==> src/rtl/snn_pkg.sv <==
// Shared types and helpers for the SNN core: LIF FSM state encoding,
// default datapath widths and a saturating adder.
package snn_pkg;

  localparam int DEF_SUM_WIDTH = 16;
  localparam int DEF_V_WIDTH   = 16;
  localparam int DEF_ID_WIDTH  = 4;

  typedef enum logic [1:0] {
    ST_IDLE = 2'd0,
    ST_CALC = 2'd1,
    ST_EMIT = 2'd2
  } lif_state_e;

  // Unsigned add clamped to 2^width-1; operands are zero-extended to 32 bits.
  function automatic logic [31:0] sat_add(input logic [31:0] a,
                                          input logic [31:0] b,
                                          input int unsigned width);
    logic [32:0] sum;
    logic [32:0] max_v;
    sum   = {1'b0, a} + {1'b0, b};
    max_v = (33'd1 << width) - 33'd1;
    return (sum > max_v) ? max_v[31:0] : sum[31:0];
  endfunction

endpackage

==> src/rtl/neuron_state_regs.sv <==
// Per-neuron {membrane, refractory count} storage: one combinational read
// port, one write port, synchronous clear-all with priority over the write.
module neuron_state_regs #(
  parameter int NUM_NEURONS = 16,
  parameter int V_WIDTH     = 16,
  parameter int REF_WIDTH   = 3,
  parameter int ID_WIDTH    = 4
) (
  input  logic                 clk,
  input  logic                 rst_n,
  input  logic                 i_clear,
  input  logic [ID_WIDTH-1:0]  i_rd_id,
  output logic [V_WIDTH-1:0]   o_rd_v,
  output logic [REF_WIDTH-1:0] o_rd_ref,
  input  logic                 i_wr_en,
  input  logic [ID_WIDTH-1:0]  i_wr_id,
  input  logic [V_WIDTH-1:0]   i_wr_v,
  input  logic [REF_WIDTH-1:0] i_wr_ref
);

  logic [V_WIDTH-1:0]   r_v   [NUM_NEURONS];
  logic [REF_WIDTH-1:0] r_ref [NUM_NEURONS];

  always_ff @(posedge clk or negedge rst_n) begin
    if (!rst_n) begin
      for (int i = 0; i < NUM_NEURONS; i++) begin
        r_v[i]   <= '0;
        r_ref[i] <= '0;
      end
    end else if (i_clear) begin
      for (int i = 0; i < NUM_NEURONS; i++) begin
        r_v[i]   <= '0;
        r_ref[i] <= '0;
      end
    end else if (i_wr_en) begin
      for (int i = 0; i < NUM_NEURONS; i++) begin
        if (ID_WIDTH'(i) == i_wr_id) begin
          r_v[i]   <= i_wr_v;
          r_ref[i] <= i_wr_ref;
        end
      end
    end
  end

  // Decoded read so ids beyond NUM_NEURONS simply return zero.
  always_comb begin
    o_rd_v   = '0;
    o_rd_ref = '0;
    for (int i = 0; i < NUM_NEURONS; i++) begin
      if (ID_WIDTH'(i) == i_rd_id) begin
        o_rd_v   = r_v[i];
        o_rd_ref = r_ref[i];
      end
    end
  end

endmodule

==> src/rtl/lif_neuron_unit.sv <==
// Leaky integrate-and-fire update for a bank of neurons, one MAC sum at a time.
// Define LIF_SOFT_RESET_EN to keep the above-threshold residual on fire.
module lif_neuron_unit
  import snn_pkg::*;
#(
  parameter int SUM_WIDTH    = DEF_SUM_WIDTH,
  parameter int V_WIDTH      = DEF_V_WIDTH,
  parameter int NUM_NEURONS  = 16,
  parameter int ID_WIDTH     = DEF_ID_WIDTH,
  parameter int LEAK_SHIFT   = 4,
  parameter int REFRAC_STEPS = 2,
  parameter int REF_WIDTH    = 3
) (
  input  logic                 clk,
  input  logic                 rst_n,
  input  logic                 i_clear_all,
  input  logic [V_WIDTH-1:0]   i_threshold,
  input  logic                 i_valid,
  output logic                 o_ready,
  input  logic [ID_WIDTH-1:0]  i_neuron_id,
  input  logic [SUM_WIDTH-1:0] i_sum,
  output logic                 o_spike_valid,
  input  logic                 i_spike_ready,
  output logic [ID_WIDTH-1:0]  o_spike_id,
  output logic                 o_busy
);

  // Handshakes: a transfer happens on the rising clk edge where valid and
  // ready are both high; valid never waits on ready, and a valid payload
  // stays stable until that edge. i_clear_all forces o_ready low.

  lif_state_e           r_state;
  lif_state_e           w_state_nxt;
  logic [ID_WIDTH-1:0]  r_id;
  logic [SUM_WIDTH-1:0] r_sum;
  logic [V_WIDTH-1:0]   r_thr;
  logic [ID_WIDTH-1:0]  r_spike_id;

  logic [V_WIDTH-1:0]   w_rd_v;
  logic [REF_WIDTH-1:0] w_rd_ref;
  logic                 w_wr_en;
  logic [V_WIDTH-1:0]   w_wr_v;
  logic [REF_WIDTH-1:0] w_wr_ref;
  logic                 w_fire;
  logic                 w_id_ok;
  logic                 w_accept;
  logic [V_WIDTH-1:0]   w_v_leak;
  logic [V_WIDTH-1:0]   w_v_int;
  logic [V_WIDTH-1:0]   w_v_fired;

  neuron_state_regs #(
    .NUM_NEURONS (NUM_NEURONS),
    .V_WIDTH     (V_WIDTH),
    .REF_WIDTH   (REF_WIDTH),
    .ID_WIDTH    (ID_WIDTH)
  ) u_state (
    .clk      (clk),
    .rst_n    (rst_n),
    .i_clear  (i_clear_all),
    .i_rd_id  (r_id),
    .o_rd_v   (w_rd_v),
    .o_rd_ref (w_rd_ref),
    .i_wr_en  (w_wr_en),
    .i_wr_id  (r_id),
    .i_wr_v   (w_wr_v),
    .i_wr_ref (w_wr_ref)
  );

  assign o_ready       = (r_state == ST_IDLE) && !i_clear_all;
  assign o_spike_valid = (r_state == ST_EMIT);
  assign o_spike_id    = r_spike_id;
  assign o_busy        = (r_state != ST_IDLE);
  assign w_accept      = i_valid && o_ready;

  assign w_id_ok  = (int'(r_id) < NUM_NEURONS);
  assign w_v_leak = w_rd_v - (w_rd_v >> LEAK_SHIFT);
  assign w_v_int  = V_WIDTH'(sat_add(32'(w_v_leak), 32'(r_sum), V_WIDTH));

`ifdef LIF_SOFT_RESET_EN
  assign w_v_fired = w_v_int - r_thr;
`else
  assign w_v_fired = '0;
`endif

  always_comb begin
    w_state_nxt = r_state;
    w_wr_en     = 1'b0;
    w_wr_v      = '0;
    w_wr_ref    = '0;
    w_fire      = 1'b0;
    if (i_clear_all) begin
      w_state_nxt = ST_IDLE;
    end else begin
      case (r_state)
        ST_IDLE: if (i_valid) w_state_nxt = ST_CALC;
        ST_CALC: begin
          if (w_id_ok) begin
            w_wr_en = 1'b1;
            if (w_rd_ref != '0) begin
              w_wr_v   = '0;
              w_wr_ref = w_rd_ref - REF_WIDTH'(1);
            end else if (w_v_int >= r_thr) begin
              w_fire   = 1'b1;
              w_wr_v   = w_v_fired;
              w_wr_ref = REF_WIDTH'(REFRAC_STEPS);
            end else begin
              w_wr_v   = w_v_int;
            end
          end
          w_state_nxt = w_fire ? ST_EMIT : ST_IDLE;
        end
        ST_EMIT: if (i_spike_ready) w_state_nxt = ST_IDLE;
        default: w_state_nxt = ST_IDLE;
      endcase
    end
  end

  always_ff @(posedge clk or negedge rst_n) begin
    if (!rst_n) begin
      r_state    <= ST_IDLE;
      r_id       <= '0;
      r_sum      <= '0;
      r_thr      <= '0;
      r_spike_id <= '0;
    end else begin
      r_state <= w_state_nxt;
      if (w_accept) begin
        r_id  <= i_neuron_id;
        r_sum <= i_sum;
        r_thr <= i_threshold;
      end
      if (i_clear_all)  r_spike_id <= '0;
      else if (w_fire)  r_spike_id <= r_id;
    end
  end

endmodule

==> config.mk <==
export PLATFORM = sky130hd
export DESIGN_NAME = lif_neuron_unit
export DESIGN_NICKNAME = d
export VERILOG_FILES = /design/src/rtl/snn_pkg.sv /design/src/rtl/neuron_state_regs.sv /design/src/rtl/lif_neuron_unit.sv
export SDC_FILE = /design/constraint.sdc
export NUM_CORES = 1
export LEC_CHECK = 0
export BUFFER_PORTS_ARGS = -buffer_cell sky130_fd_sc_hd__buf_2
export CORE_ASPECT_RATIO = 2
export CORE_MARGIN = 2
export CORE_UTILIZATION = 33
export DETAILED_ROUTE_END_ITERATION = 6
export GPL_TIMING_DRIVEN = 1
export PLACE_DENSITY = 0.55
export SYNTH_ARGS = -nofsm -noshare
export SYNTH_HDL_FRONTEND = slang
export SYNTH_HIERARCHICAL = 1
export SYNTH_SLANG_ARGS = --single-unit
==> constraint.sdc <==
create_clock -name clk -period 9.15 [get_ports clk]
set_input_delay 2.2875 -clock clk [delete_from_list [all_inputs] [get_ports clk]]
set_output_delay 2.2875 -clock clk [all_outputs]
set_load 0.05 [all_outputs]
; Yosys cells after proc, flatten, opt, wreduce, memory -nomap -nowiden
; Index checks and enable logic that the tools add are counted.
[totals]
regBits = 346
in_bits = 41
[classes]
addsub = 3
n_lt_le_gt_ge = 2
eq_ne = 19
mux = 90
reduce_logical = 42
[ops]
columns = operator, count
row1 = $mux W16, 36
row2 = $mux W256, 2
row3 = $mux W3, 34
row4 = $mux W48, 2
row5 = $reduce_bool A2 Y1, 19
row6 = $reduce_and A2 Y1, 17
row7 = $eq A4 B4 Y1 const A, 8
row8 = $add A16 B16 Y17, 1
row9 = $gt A17 B16 Y1 const B, 1
row10 = $eq A3 B4 Y1 const A, 4
row11 = $ge A16 B16 Y1, 1
row12 = $sub A16 B12 Y16, 1
row13 = $mux W2, 5
row14 = $eq A2 B4 Y1 const A, 2
row15 = $mux W1, 8
row16 = $mux W4, 2
row17 = $pmux W2 S3, 1
row18 = $eq A1 B4 Y1 const A, 1
row19 = $logic_not A4 Y1, 1
row20 = $ne A3 B2 Y1 const B, 1
row21 = $ne A3 B3 Y1 const B, 1
row22 = $reduce_bool A3 Y1, 1
row23 = $sub A3 B1 Y3 const B, 1
row24 = $eq A2 B1 Y1 const B, 1
row25 = other kinds (4), 5

; Logic depth before layout (Yosys ltp)
[logic_depth]
depth_word = 30
depth_mapped = 37
ltp_nobuf = 30

; Cells and area by module
; The synthesis kept the hierarchy.
[modules_own_cells]
columns = mod, instances, cells_per_inst, area_per_inst_um2, seq_area_each_um2
row1 = neuron_state_regs, 1, 1803, 15300.9, 7607.3
row2 = lif_neuron_unit, 1, 449, 3834.9, 1051.0

; Least setup slack after synthesis
; Ideal clock, no wire load.
[synth_path]
path_type = reg2reg
from = register r_id[1]
to = register u_state/r_v[52] (netlist bit)
setup_time_ns = 0.078
t_arrival_ns = 7.257
required_time_ns = 9.072
slack_ns = 1.815
path_stages_with_launch = 36
n_path_buf = 8
period_less_slack_ns = 7.335
path_cell_list = dfrtp_1 -> buf_4 -> buf_4 -> buf_2 -> buf_2 -> a21oi_1 -> o21ai_0 -> o32ai_1 -> nor3_1 -> inv_1 -> ha_1 -> nor2b_1 -> o31ai_1 -> a211oi_1 -> o21ai_0 -> nand2_1 -> a311o_1 -> ha_1 -> buf_2 -> a21o_1 -> a221o_1 -> o21a_1 -> nor2_1 -> buf_2 -> nand3_1 -> ha_1 -> a21o_1 -> a21oi_1 -> a21o_1 -> a31oi_1 -> nor3_1 -> and2_1 -> clkbuf_1 -> clkbuf_1 -> nand2_1 -> a21oi_1
[synth_between]
elab_chain_len = 28
[synth_rtl]
columns = item, line
row1 = "start, declared", lif_neuron_unit.sv:34  ; logic [ID_WIDTH-1:0] r_id;
row2 = "start signal, assigned", lif_neuron_unit.sv:128  ; r_id <= i_neuron_id;
row3 = $logic_not A4 Y1, neuron_state_regs.sv:50  ; if (ID_WIDTH'(i) == i_rd_id) begin
row4 = $mux W16 (15 in series), neuron_state_regs.sv:50
row5 = $mux W16 *, neuron_state_regs.sv:50
row6 = named net w_rd_v[5], lif_neuron_unit.sv:39  ; logic [V_WIDTH-1:0] w_rd_v;
row7 = $sub A16 B12 Y16 *, lif_neuron_unit.sv:76  ; assign w_v_leak = w_rd_v - (w_rd_v >> LEAK_SHIFT);
row8 = $add A16 B16 Y17 *, snn_pkg.sv:21  ; sum = {1'b0, a} + {1'b0, b};
row9 = $gt A17 B16 Y1, snn_pkg.sv:23  ; return (sum > max_v) ? max_v[31:0] : sum[31:0];
row10 = $mux W16 *, snn_pkg.sv:23
row11 = $ge A16 B16 Y1, lif_neuron_unit.sv:102  ; end else if (w_v_int >= r_thr) begin
row12 = $mux W16 *, lif_neuron_unit.sv:102
row13 = $mux W16 *, lif_neuron_unit.sv:99  ; if (w_rd_ref != '0) begin
row14 = $mux W16 *, lif_neuron_unit.sv:94  ; case (r_state)
row15 = named net w_wr_v[4], lif_neuron_unit.sv:42  ; logic [V_WIDTH-1:0] w_wr_v;
row16 = $mux W16 *, neuron_state_regs.sv:37  ; if (ID_WIDTH'(i) == i_wr_id) begin
row17 = $mux W256 *, neuron_state_regs.sv:35  ; end else if (i_wr_en) begin
row18 = $mux W256 *, neuron_state_regs.sv:30  ; end else if (i_clear) begin
row19 = "end signal, assigned by index", neuron_state_regs.sv:38  ; r_v[i] <= i_wr_v;
row20 = "end, declared", neuron_state_regs.sv:21  ; logic [V_WIDTH-1:0] r_v [NUM_NEURONS];
; The timed path passes the listed nets; every way through them passes the cells marked *. The select of a mux whose other input is x is not followed.
; A chain may end at the register's enable or synchronous reset.

; Worst setup path after layout
[layout_path]
from = register r_id[1]
to = register u_state/r_v[23] (netlist bit)
; The elaborated chain is that of the path after synthesis.

==> flow_summary.ini <==
[synth]
syn_avg_cell_area_sq_um = 8.50
async_reset_ff_share_pct = 100
ys.flop_type = sky130_fd_sc_hd__dfrtp_1
synth.cell_area_sq_um = 19100
ys_ff_latch = 346
synth_top_area_cells = sky130_fd_sc_hd__dfrtp_1 45%, sky130_fd_sc_hd__nand2_1 14%, sky130_fd_sc_hd__a21oi_1 10%, sky130_fd_sc_hd__mux4_2 3.9%, sky130_fd_sc_hd__ha_1 3.0%
synth_largest_type_area_fraction_pct = 45.2
mappedNetlistNets = 2341
number_of_warnings_reported_in_the_yosys_synthesis_log = 6
synthCells = 2252
netlist.top_cell.by_area = sky130_fd_sc_hd__dfrtp_1
synth_edf_count = 0
seq_area_frac_synth_pct = 45.2
synthDistinctLibCells = 78

[global_route]
largest_net_degree_at_the_start_of_global_routing = 158
first_pass_grt_wire_length_microns = 103000
globalRouteMet3Util_pct = 2.29
globalRoute.totalOverflow = 0
global_routing_met2_resource_utilization_pct = 41.6
vias_in_the_first_global_route = 17040
global_route_met1_utilization_pct = 23.6
grt_antenna_before_repair = 1
grt_use_total_pct = 22.5
global_route.peak_usage_layer = met2

[timing]
slew_violations = 0
min_period_ns = 8.90
final-hold-violation-count = 0
setup_viol = 0
tightest_slew_ns = 1.24
fmax_ghz = 0.112
final_min_period_over_clock_period_pct = 97.3
rsz0062_at_grt = no
clock_skews_ns = 0.0305
slew-limit-headroom_pct = 16.7
finalWorstSetupSlack_ns = 0.249
tns_ns = 0

[layout]
instances_no_fill = 3013
layout-drive-gt1-share_pct = 12.5
utilization_pct = 37.4
layout.cells.most_common_list = 697 x sky130_fd_sc_hd__nand2_1, 387 x sky130_fd_sc_hd__a21oi_1, 343 x sky130_fd_sc_hd__dfrtp_1
finish.net_count = 2319
area_delta_synth_final_pct = 11.9
layout_commonest_cell = sky130_fd_sc_hd__nand2_1
fillers = 5792

[power]
p_leak_nw = 8.68
power.clock.fraction_pct = 16.0
p_seq_share_pct = 17.3
ir_drop_v = 0.000408
p_int_mw = 4.98
pwr-share-comb_pct = 66.7
switching_share_pct = 49.3
power_switching_mw = 4.85
powerDensity_nw_per_um2 = 459

[die]
initial_core_utilization_pct = 33.4
floorplan.core_area_sq_um = 57200
ports = 48
floorplan_die_area_sq_um = 60000
dieHeight_microns = 345
die_width_microns = 174
rows = 124

[place]
gp_congestion = 0.964
dp.final_hpwl_microns = 45700
place.port_buffers = 47
pre_cts_slack_ns = 0.355
dp.cells = 2950

[clock_tree]
cts_buffer_depth = 3
cts_num_sinks = 346
insertion_delay_of_the_later_clocked_pin_in_the_worst_skew_pair_ns = 0.56
clock_tree.htree_level_count = 2
cts_made_buffers = 34
tritoncts = yes
postCtsSetupRepairBufs = 0
cts.clk_slew.worst_paths_ns = 0.07
ctsRootBufferMaster = sky130_fd_sc_hd__clkbuf_16

[worst_setup_path]
worstSetupEndpointType = flop
cp.buffers_inverters = 5
critPathMaxStageDelay_ns = 0.73
timing.critical_path.from_type = flop
worstSetupPathType = reg2reg
crit_required_ns = 9.59
critPathSlowestCell = sky130_fd_sc_hd__o31ai_1
worst_path_top_cell_family_by_delay = compound AO/OA/AOI/OAI gates
cp_common_cell = sky130_fd_sc_hd__a21oi_1
crit_arrival_ns = 9.34
critPathMaxFanout = 30

[routing]
routed_length_per_placed_instance_microns = 22.4
postRouteAntennaNets = 0
drcViolationCount = 0
routed-via-count = 16698
drt_wl_total_microns = 67400
route.detailed.vias_per_inst = 5.54
initialDrtViolationCount = 1362
drt_pre_antenna_iters = 6

[hold_path]
min-delay-path-class = reg2reg

[run]
max-cap-violations = 0

[status]
run_status = finished, final reports clean
[stage by stage]
stage / cell area (sq um) / hold slack [ns] / power [mW]
after floorplan: 19100 / 0.487 / 5.99
final: 21400 / 0.518 / 9.83
after CTS: 21400 / 0.520 / 9.81
after global placement: 20100 / 0.502 / 8.15
after global routing: 21400 / 0.534 / 10.4
after detailed placement: 20100 / 0.504 / 8.19
[area by class of cell]
type                    instances  area (sq um)  area share, %
clock inverters                16           238           1.11
repair buffers                120           861           4.02
diodes                          1          2.50         0.0117
multi-input cells            1683          9520           44.5
inverters                      45           169          0.789
well taps                     756           946           4.42
flip-flops and latches        346          8670           40.5
clock buffers                  46          1010           4.71
[worst min-delay path, delay by kind of cell (launching register included)]
family,cells,cell delay [ns]
flip-flops,1,0.37
AND/OR/NAND/NOR,1,0.05
AO/OA/AOI/OAI,1,0.05
[cells by family (layout without fill, tap and decap cells)]
kind of cell | Yosys count | after routing | share of synthesized area, %
xor gates and xnor gates | 21 | 21 | 0.961
AOI/OAI and AO/OA | 613 | 613 | 18.5
adders and majority gates | 48 | 48 | 3.22
buffers and inverters | 223 | 227 | 5.15
muxes | 88 | 88 | 6.94
DFF | 346 | 346 | 45.2
other | 0 | 1 | 0
and+or+nand+nor | 913 | 913 | 20.0
[power by group through the flow]
| stage | clock network, mW | logic, mW | registers, mW |
|---|---|---|---|
| floorplan | 0 | 4.30 | 1.69 |
| global route | 1.66 | 7.05 | 1.71 |
| CTS | 1.61 | 6.50 | 1.70 |
| finish | 1.58 | 6.55 | 1.70 |
| detailed placement | 0 | 6.46 | 1.73 |
| global placement | 0 | 6.42 | 1.73 |
[path summary, 6_finish.rpt]
check	startpoint	to	slack, ns	depth (start not counted)
min reg2reg	u_state/r_v[27]$_DFFE_PN0P_	u_state/r_v[27]$_DFFE_PN0P_	0.52	2
max reg2reg	r_id[1]$_DFFE_PN0P_	u_state/r_v[23]$_DFFE_PN0P_	0.25	29
max	r_id[1]$_DFFE_PN0P_	u_state/r_v[23]$_DFFE_PN0P_	0.25	29
min in group asynchronous	rst_n	r_id[3]$_DFFE_PN0P_	1.81	1
max in group asynchronous	rst_n	u_state/r_v[11]$_DFFE_PN0P_	5.61	2
min	u_state/r_v[27]$_DFFE_PN0P_	u_state/r_v[27]$_DFFE_PN0P_	0.52	2
[synth_stat cells (7+ instances only)]
cell,instances
sky130_fd_sc_hd__nand2_1,697
sky130_fd_sc_hd__a21oi_1,387
sky130_fd_sc_hd__dfrtp_1,346
sky130_fd_sc_hd__clkbuf_1,106
sky130_fd_sc_hd__o21ai_0,73
sky130_fd_sc_hd__nor2_1,62
sky130_fd_sc_hd__buf_2,46
sky130_fd_sc_hd__ha_1,46
sky130_fd_sc_hd__inv_1,43
sky130_fd_sc_hd__mux4_2,33
sky130_fd_sc_hd__mux2_2,28
sky130_fd_sc_hd__mux2i_1,27
sky130_fd_sc_hd__nand3_1,26
sky130_fd_sc_hd__nor2b_1,24
sky130_fd_sc_hd__buf_4,20
sky130_fd_sc_hd__nand2b_1,20
sky130_fd_sc_hd__nor3_1,20
sky130_fd_sc_hd__o21a_1,18
sky130_fd_sc_hd__a21o_1,16
sky130_fd_sc_hd__o22ai_1,15
sky130_fd_sc_hd__a211oi_1,13
sky130_fd_sc_hd__xnor2_1,12
sky130_fd_sc_hd__a31oi_1,11
sky130_fd_sc_hd__o32ai_1,11
sky130_fd_sc_hd__nor2_2,9
sky130_fd_sc_hd__xor2_1,9
sky130_fd_sc_hd__a211o_1,8
sky130_fd_sc_hd__and3_1,8
sky130_fd_sc_hd__and2_1,7
sky130_fd_sc_hd__nand4_1,7
[flip-flops by register name, indices dropped and copies added, names as in the netlist]
register       count
u_state/r_v      256
u_state/r_ref     48
r_sum             16
r_thr             16
o_spike_id         4
r_id               4
r_state            2
[repair_timing]
item	CTS	global route
setup endpoints to repair	0	40
hold buffers	0	0
resized for setup	0	3
[metal layers]
metal,up-vias,wire [microns]
met5,-,0
met4,0,5140
met3,222,3310
met2,595,35600
met1,8233,23400
li1,7648,-
(Power assumes the default switching activity.)
